## src/rtl/wb_arbiter_if.sv

```systemverilog
// wb_arbiter_if: ALU/NIC writeback sources, decode hazard checks and register-file write port
interface wb_arbiter_if #(
    parameter int DATA_WIDTH = 64,
    parameter int ADDR_WIDTH = 5,
    parameter int FIFO_DEPTH = 4
);
    localparam int CW = $clog2(FIFO_DEPTH) + 1;
    logic                  alu_wb_valid;
    logic [ADDR_WIDTH-1:0] alu_wb_addr;
    logic [DATA_WIDTH-1:0] alu_wb_data;
    logic [2:0]            alu_wb_sel;
    logic                  nic_ld_valid;
    logic                  nic_ld_ready;
    logic [ADDR_WIDTH-1:0] nic_ld_addr;
    logic [DATA_WIDTH-1:0] nic_ld_data;
    logic [2:0]            nic_ld_sel;
    logic [ADDR_WIDTH-1:0] chk_addr_0;
    logic [ADDR_WIDTH-1:0] chk_addr_1;
    logic                  hazard_0;
    logic                  hazard_1;
    logic [CW-1:0]         fifo_count;
    logic                  rf_we;
    logic [ADDR_WIDTH-1:0] rf_addr_wr;
    logic [DATA_WIDTH-1:0] rf_data_in;
    logic [2:0]            rf_sel;
    modport master (
        output alu_wb_valid, alu_wb_addr, alu_wb_data, alu_wb_sel,
        output nic_ld_valid, nic_ld_addr, nic_ld_data, nic_ld_sel,
        output chk_addr_0, chk_addr_1,
        input  nic_ld_ready, hazard_0, hazard_1, fifo_count,
        input  rf_we, rf_addr_wr, rf_data_in, rf_sel
    );
    modport slave (
        input  alu_wb_valid, alu_wb_addr, alu_wb_data, alu_wb_sel,
        input  nic_ld_valid, nic_ld_addr, nic_ld_data, nic_ld_sel,
        input  chk_addr_0, chk_addr_1,
        output nic_ld_ready, hazard_0, hazard_1, fifo_count,
        output rf_we, rf_addr_wr, rf_data_in, rf_sel
    );
endinterface

```

## src/rtl/wb_arbiter.sv

```systemverilog
// wb_arbiter: ALU writeback wins the register-file port; NIC load returns are buffered and drained in idle slots
module wb_arbiter #(
    parameter int DATA_WIDTH = 64,
    parameter int ADDR_WIDTH = 5,
    parameter int FIFO_DEPTH = 4
) (
    input logic clk,
    input logic reset,
    wb_arbiter_if.slave bus
);
    localparam int PW = $clog2(FIFO_DEPTH);
    logic [ADDR_WIDTH-1:0] q_addr [FIFO_DEPTH];
    logic [DATA_WIDTH-1:0] q_data [FIFO_DEPTH];
    logic [2:0]            q_sel  [FIFO_DEPTH];
    logic [PW-1:0]         rd_ptr, wr_ptr;
    logic [PW:0]           count;
    logic                  alu_go, nic_ok, pop, byp, push, hz0, hz1;
    assign bus.nic_ld_ready = reset && count < (PW+1)'(FIFO_DEPTH);
    assign alu_go = bus.alu_wb_valid && bus.alu_wb_addr != '0;
    assign nic_ok = bus.nic_ld_valid && bus.nic_ld_ready && bus.nic_ld_addr != '0;
    assign pop = !alu_go && count != '0;
    assign byp = !alu_go && count == '0 && nic_ok;
    assign push = nic_ok && !byp;
    assign bus.fifo_count = count;
    assign bus.hazard_0 = hz0 && bus.chk_addr_0 != '0;
    assign bus.hazard_1 = hz1 && bus.chk_addr_1 != '0;
    // an entry is occupied when its distance from the read pointer is below the count
    always_comb begin
        hz0 = 1'b0;
        hz1 = 1'b0;
        for (int i = 0; i < FIFO_DEPTH; i++) begin
            if ({1'b0, PW'(i) - rd_ptr} < count) begin
                hz0 = hz0 || q_addr[i] == bus.chk_addr_0;
                hz1 = hz1 || q_addr[i] == bus.chk_addr_1;
            end
        end
    end
    always_ff @(posedge clk) begin
        if (!reset) begin
            bus.rf_we      <= 1'b0;
            bus.rf_addr_wr <= '0;
            bus.rf_data_in <= '0;
            bus.rf_sel     <= '0;
            rd_ptr         <= '0;
            wr_ptr         <= '0;
            count          <= '0;
        end else begin
            bus.rf_we      <= alu_go || pop || byp;
            bus.rf_addr_wr <= alu_go ? bus.alu_wb_addr : pop ? q_addr[rd_ptr] : byp ? bus.nic_ld_addr : bus.rf_addr_wr;
            bus.rf_data_in <= alu_go ? bus.alu_wb_data : pop ? q_data[rd_ptr] : byp ? bus.nic_ld_data : bus.rf_data_in;
            bus.rf_sel     <= alu_go ? bus.alu_wb_sel : pop ? q_sel[rd_ptr] : byp ? bus.nic_ld_sel : bus.rf_sel;
            if (push) begin
                q_addr[wr_ptr] <= bus.nic_ld_addr;
                q_data[wr_ptr] <= bus.nic_ld_data;
                q_sel[wr_ptr]  <= bus.nic_ld_sel;
                wr_ptr         <= wr_ptr + 1'b1;
            end
            if (pop) rd_ptr <= rd_ptr + 1'b1;
            count <= count + (PW+1)'(push) - (PW+1)'(pop);
        end
    end
endmodule

```

## src/flat_wrapper.sv

```systemverilog
// flat-port wrapper written by rule: the top's interface ports become plain ports
module wb_arbiter_flat 
#(
    parameter int DATA_WIDTH = 64,
    parameter int ADDR_WIDTH = 5,
    parameter int FIFO_DEPTH = 4
)
  (clk, reset, bus_alu_wb_valid, bus_alu_wb_addr, bus_alu_wb_data, bus_alu_wb_sel, bus_nic_ld_valid, bus_nic_ld_addr, bus_nic_ld_data, bus_nic_ld_sel, bus_chk_addr_0, bus_chk_addr_1, bus_nic_ld_ready, bus_hazard_0, bus_hazard_1, bus_fifo_count, bus_rf_we, bus_rf_addr_wr, bus_rf_data_in, bus_rf_sel);
  wb_arbiter_if #(.DATA_WIDTH(DATA_WIDTH), .ADDR_WIDTH(ADDR_WIDTH), .FIFO_DEPTH(FIFO_DEPTH)) bus_i ();
  input logic clk;
  input logic reset;
  input wire logic [$bits(bus_i.alu_wb_valid)-1:0] bus_alu_wb_valid;
  input wire logic [$bits(bus_i.alu_wb_addr)-1:0] bus_alu_wb_addr;
  input wire logic [$bits(bus_i.alu_wb_data)-1:0] bus_alu_wb_data;
  input wire logic [$bits(bus_i.alu_wb_sel)-1:0] bus_alu_wb_sel;
  input wire logic [$bits(bus_i.nic_ld_valid)-1:0] bus_nic_ld_valid;
  input wire logic [$bits(bus_i.nic_ld_addr)-1:0] bus_nic_ld_addr;
  input wire logic [$bits(bus_i.nic_ld_data)-1:0] bus_nic_ld_data;
  input wire logic [$bits(bus_i.nic_ld_sel)-1:0] bus_nic_ld_sel;
  input wire logic [$bits(bus_i.chk_addr_0)-1:0] bus_chk_addr_0;
  input wire logic [$bits(bus_i.chk_addr_1)-1:0] bus_chk_addr_1;
  output wire logic [$bits(bus_i.nic_ld_ready)-1:0] bus_nic_ld_ready;
  output wire logic [$bits(bus_i.hazard_0)-1:0] bus_hazard_0;
  output wire logic [$bits(bus_i.hazard_1)-1:0] bus_hazard_1;
  output wire logic [$bits(bus_i.fifo_count)-1:0] bus_fifo_count;
  output wire logic [$bits(bus_i.rf_we)-1:0] bus_rf_we;
  output wire logic [$bits(bus_i.rf_addr_wr)-1:0] bus_rf_addr_wr;
  output wire logic [$bits(bus_i.rf_data_in)-1:0] bus_rf_data_in;
  output wire logic [$bits(bus_i.rf_sel)-1:0] bus_rf_sel;
  assign bus_i.alu_wb_valid = bus_alu_wb_valid;
  assign bus_i.alu_wb_addr = bus_alu_wb_addr;
  assign bus_i.alu_wb_data = bus_alu_wb_data;
  assign bus_i.alu_wb_sel = bus_alu_wb_sel;
  assign bus_i.nic_ld_valid = bus_nic_ld_valid;
  assign bus_i.nic_ld_addr = bus_nic_ld_addr;
  assign bus_i.nic_ld_data = bus_nic_ld_data;
  assign bus_i.nic_ld_sel = bus_nic_ld_sel;
  assign bus_i.chk_addr_0 = bus_chk_addr_0;
  assign bus_i.chk_addr_1 = bus_chk_addr_1;
  assign bus_nic_ld_ready = bus_i.nic_ld_ready;
  assign bus_hazard_0 = bus_i.hazard_0;
  assign bus_hazard_1 = bus_i.hazard_1;
  assign bus_fifo_count = bus_i.fifo_count;
  assign bus_rf_we = bus_i.rf_we;
  assign bus_rf_addr_wr = bus_i.rf_addr_wr;
  assign bus_rf_data_in = bus_i.rf_data_in;
  assign bus_rf_sel = bus_i.rf_sel;
  wb_arbiter #(.DATA_WIDTH(DATA_WIDTH), .ADDR_WIDTH(ADDR_WIDTH), .FIFO_DEPTH(FIFO_DEPTH)) u_core (.clk(clk), .reset(reset), .bus(bus_i));
endmodule
```

## config.mk

```make
export PLATFORM = sky130hd
export DESIGN_NAME = wb_arbiter_flat
export DESIGN_NICKNAME = d
export VERILOG_FILES = /design/src/rtl/wb_arbiter_if.sv /design/src/rtl/wb_arbiter.sv /design/src/flat_wrapper.sv
export SDC_FILE = /design/constraint.sdc
export NUM_CORES = 1
export LEC_CHECK = 0
export CORE_MARGIN = 1
export CORE_UTILIZATION = 57
export DETAILED_ROUTE_END_ITERATION = 10
export DONT_BUFFER_PORTS = 1
export PLACE_DENSITY = 0.82
export SLEW_MARGIN = 20
export SYNTH_ARGS = -nofsm -noshare
export SYNTH_HDL_FRONTEND = slang
export SYNTH_SLANG_ARGS = --single-unit
export TNS_END_PERCENT = 30
```

## constraint.sdc

```tcl
create_clock -name clk -period 4.8 [get_ports clk]
set_input_delay 0.72 -clock clk [delete_from_list [all_inputs] [get_ports clk]]
set_output_delay 0.72 -clock clk [all_outputs]
set_load 0.05 [all_outputs]
```

==> impl_metrics.csv <==
group,metric,value,unit
run_status,status,"finished, violations left",
run_status,violations,"DRC",
setup_path,crit_path_start_kind,"register",
power_and_ir_drop,p_leak,5.29,nW
cells_and_area,syn_to_final_growth,9.38,%
worst_hold_path,min_from,"bus_nic_ld_sel[0]",
timing,relSlewSlack,25.4,%
synth,syn_inst,941,
clock_tree,clock_path_buffers,3,
place,dp_hpwl,19400,um
synth,ys_ff_latch,370,
global_routing,grt.total_usage,23.6,%
clock_tree,post_cts_resized,0,
setup_path,required,4.08,ns
setup_path,endpoint_kind,"output port",
timing,setup_viol,0,
timing,clock_skew,0.0192,ns
floorplan,num_rows,59,
timing,fin_crit,3.78,ns
clock_tree,clk_pin_slew,0.06,ns
clock_tree,cts_tree,"built",
floorplan,core-area,26300,um^2
place,place_ws,1.06,ns
floorplan,die_h,166,um
clock_tree,clock-sinks,370,
cells_and_area,mostFrequentLayoutCell,"edfxtp_1",
detailed_routing,via_per_inst,6.53,
floorplan,fp.dieW,166,um
timing,worst_slew_pin_slew,1.12,ns
synth,synth_nets,1110,
setup_path,r2r_start,"u_core.bus.fifo_count[2]",
floorplan,pin_count,237,
setup_path,path_max_fanout,6,
global_routing,antenna_found_initial,0,
detailed_routing,routedWlPerCell,24.9,um
clock_tree,clk_latency,0.51,ns
synth,synth_seq_area_share,66.8,%
setup_path,r2r-end,"u_core.q_data[1][9]",
synth,yosysWarnings,0,
place,gp_congestion,0.836,
timing,hold_viol_final,0,
detailed_routing,ant_nets,0,
worst_hold_path,min-delay-path-class,"in -> reg",
clock_tree,cts_buffers,38,
global_routing,grt_pass1_wl,50300,um
timing,rsz0062_at_grt,"false",
worst_hold_path,min_to,"u_core.q_sel[3][0]",
detailed_routing,via_count,8396,
detailed_routing,wirelength,32000,um
global_routing,grt_max_degree,114,
detailed_routing,drc,21,
synth,syn-mean-instance-area,16.4,um^2
worst_hold_path,worstHoldPathCells,0,
setup_path,rrSetupSlack,1.67,ns
timing,tns,0,ns
detailed_routing,first_iter_violations,717,
power_and_ir_drop,peakVddDrop,0.424,mV
setup_path,path_class,"reg -> out",
floorplan,die_area,27700,um^2
global_routing,overflow,0,
synth,ys_types,40,
place,place_inst,1215,
job,cap_violations,0,
timing,fmax,265,MHz
global_routing,grt_pass1_vias,8698,
setup_path,crit_arrival,3.06,ns
synth,syn_area,15400,um^2
cells_and_area,nNetsFinal,1090,
place,io_buffers,0,
setup_path,r2r_cells,5,
cells_and_area,drive_gt1_share,20.5,%
power_and_ir_drop,p_total,9.21,mW
detailed_routing,drt_first_pass_iters,8,
timing,layout_setup_ws,1.02,ns
power_and_ir_drop,powerDensity,547,nW/um^2
clock_tree,cts-root-buf,"clkbuf_16",
timing,slew_viol_final,0,
cells_and_area,mostFrequentLayoutCells,"edfxtp_1, dfxtp_1, mux4_2, a21oi_1, nand3_1",
cells_and_area,fillCellCount,1791,
clock_tree,h-tree-depth,2,
clock_tree,hold_buffers,0,
timing,finalCritPeriodShare,78.7,%
cells_and_area,fin_cells,1286,
cells_and_area,diodes,0,
clock_tree,post_cts_buffers,0,
floorplan,floorplan.initialDensity,58.6,%
## area by class of cell
cell class | instances | area, um^2 | area share (%)
Clock inverter | 11 | 80.1 | 0.475
Inverter | 10 | 37.5 | 0.223
Tap cell | 335 | 419 | 2.49
Multi-Input combinational cell | 482 | 4730 | 28.1
Timing Repair Buffer | 19 | 175 | 1.04
Sequential cell | 370 | 10300 | 61.1
Clock buffer | 59 | 1100 | 6.55
## cell usage after synthesis
cell type	count	share of area (%)
clkbuf_4	1	0.049
xnor2_1	29	1.6
nand2b_1	2	0.081
xor2_1	17	0.97
or3_1	42	1.7
o31a_1	1	0.057
o31ai_4	1	0.14
nor4_1	10	0.41
a21boi_0	1	0.049
o211ai_4	1	0.14
clkbuf_1	46	1.1
nor3_2	1	0.065
buf_4	2	0.097
nand3_1	42	1.4
inv_1	10	0.24
buf_2	21	0.68
dfxtp_1	82	11
o21ba_2	2	0.13
and2_1	12	0.49
o221ai_1	33	1.9
nand2_1	32	0.78
buf_1	4	0.097
nor3_1	2	0.065
ha_1	10	0.81
o21ai_0	37	1.2
buf_6	5	0.37
or4_4	1	0.073
a21oi_1	43	1.4
a21oi_2	1	0.057
o221ai_2	37	3.6
mux4_2	72	11
nor2_1	4	0.097
nand3_2	1	0.065
o21ai_1	9	0.29
edfxtp_1	288	56
nor2b_1	3	0.12
a31oi_1	2	0.081
o22ai_1	2	0.081
fa_1	1	0.13
mux2i_1	31	2.0
## worst max-delay path, stage by stage (launching register included)
cell      delay [ns]
dfxtp_1         0.75
inv_1           0.31
ha_1            0.37
a21boi_0        0.13
o21ba_2         0.26
nor4_1          0.29
nor4_1          0.10
a21oi_1         0.13
buf_4           0.21
## stage by stage
| stage | util, % | area [um^2] | hold WS (ns) |
|---|---|---|---|
| after detailed placement | 59.5 | 15600 | 0.573 |
| after global routing | 64.1 | 16800 | 0.269 |
| after global placement | 59.5 | 15600 | 0.556 |
| after CTS | 64.0 | 16800 | 0.270 |
| after floorplan | - | 15400 | 0.528 |
| final | 64.1 | 16800 | 0.297 |
## worst max-delay path by stage
| stage | endpoint | startpoint | depth (start not counted) |
|---|---|---|---|
| floorplan | u_core.q_addr[0][0] | reset | 4 |
| global placement | u_core.bus.fifo_count[2] | bus_alu_wb_addr[2] | 10 |
| detailed placement | u_core.bus.fifo_count[2] | bus_alu_wb_addr[2] | 10 |
| CTS | bus_hazard_0 | u_core.bus.fifo_count[1] | 8 |
| global route | bus_hazard_1 | u_core.bus.fifo_count[1] | 8 |
| finish | bus_hazard_0 | u_core.bus.fifo_count[1] | 8 |
## report_power, final
part	switching [mW]	total [mW]	internal, mW
sequential	0.882	4.63	3.75
combinational	0.955	1.79	0.834
clock	1.15	2.79	1.64
total	2.99	9.21	6.23
## state kept, by name, indices dropped and copies added, names as in the netlist, named ones only
register,count
u_core.bus.rf_we,1
u_core.bus.rf_data_in,64
u_core.bus.rf_addr_wr,5
u_core.rd_ptr,2
u_core.bus.rf_sel,3
u_core.q_addr,20
u_core.q_data,256
u_core.wr_ptr,2
u_core.q_sel,12
u_core.bus.fifo_count,3
## routing by layer
layer	share of wire, %	track usage, %
met4	1.9	6.36
met1	40	30.8
met3	9.1	6.51
met5	0	0
met2	49	39.3
## kinds of logic after synthesis
logic type,Yosys count,synth area share (%)
DFF,370,66.8
AOI/OAI and AO/OA,170,9.11
and+or+nand+nor,152,5.31
muxes,103,12.5
buffers and inverters,89,2.66
xor gates and xnor gates,46,2.62
adders and majority gates,11,0.942
Note: power is estimated with default switching activity, not from simulation.
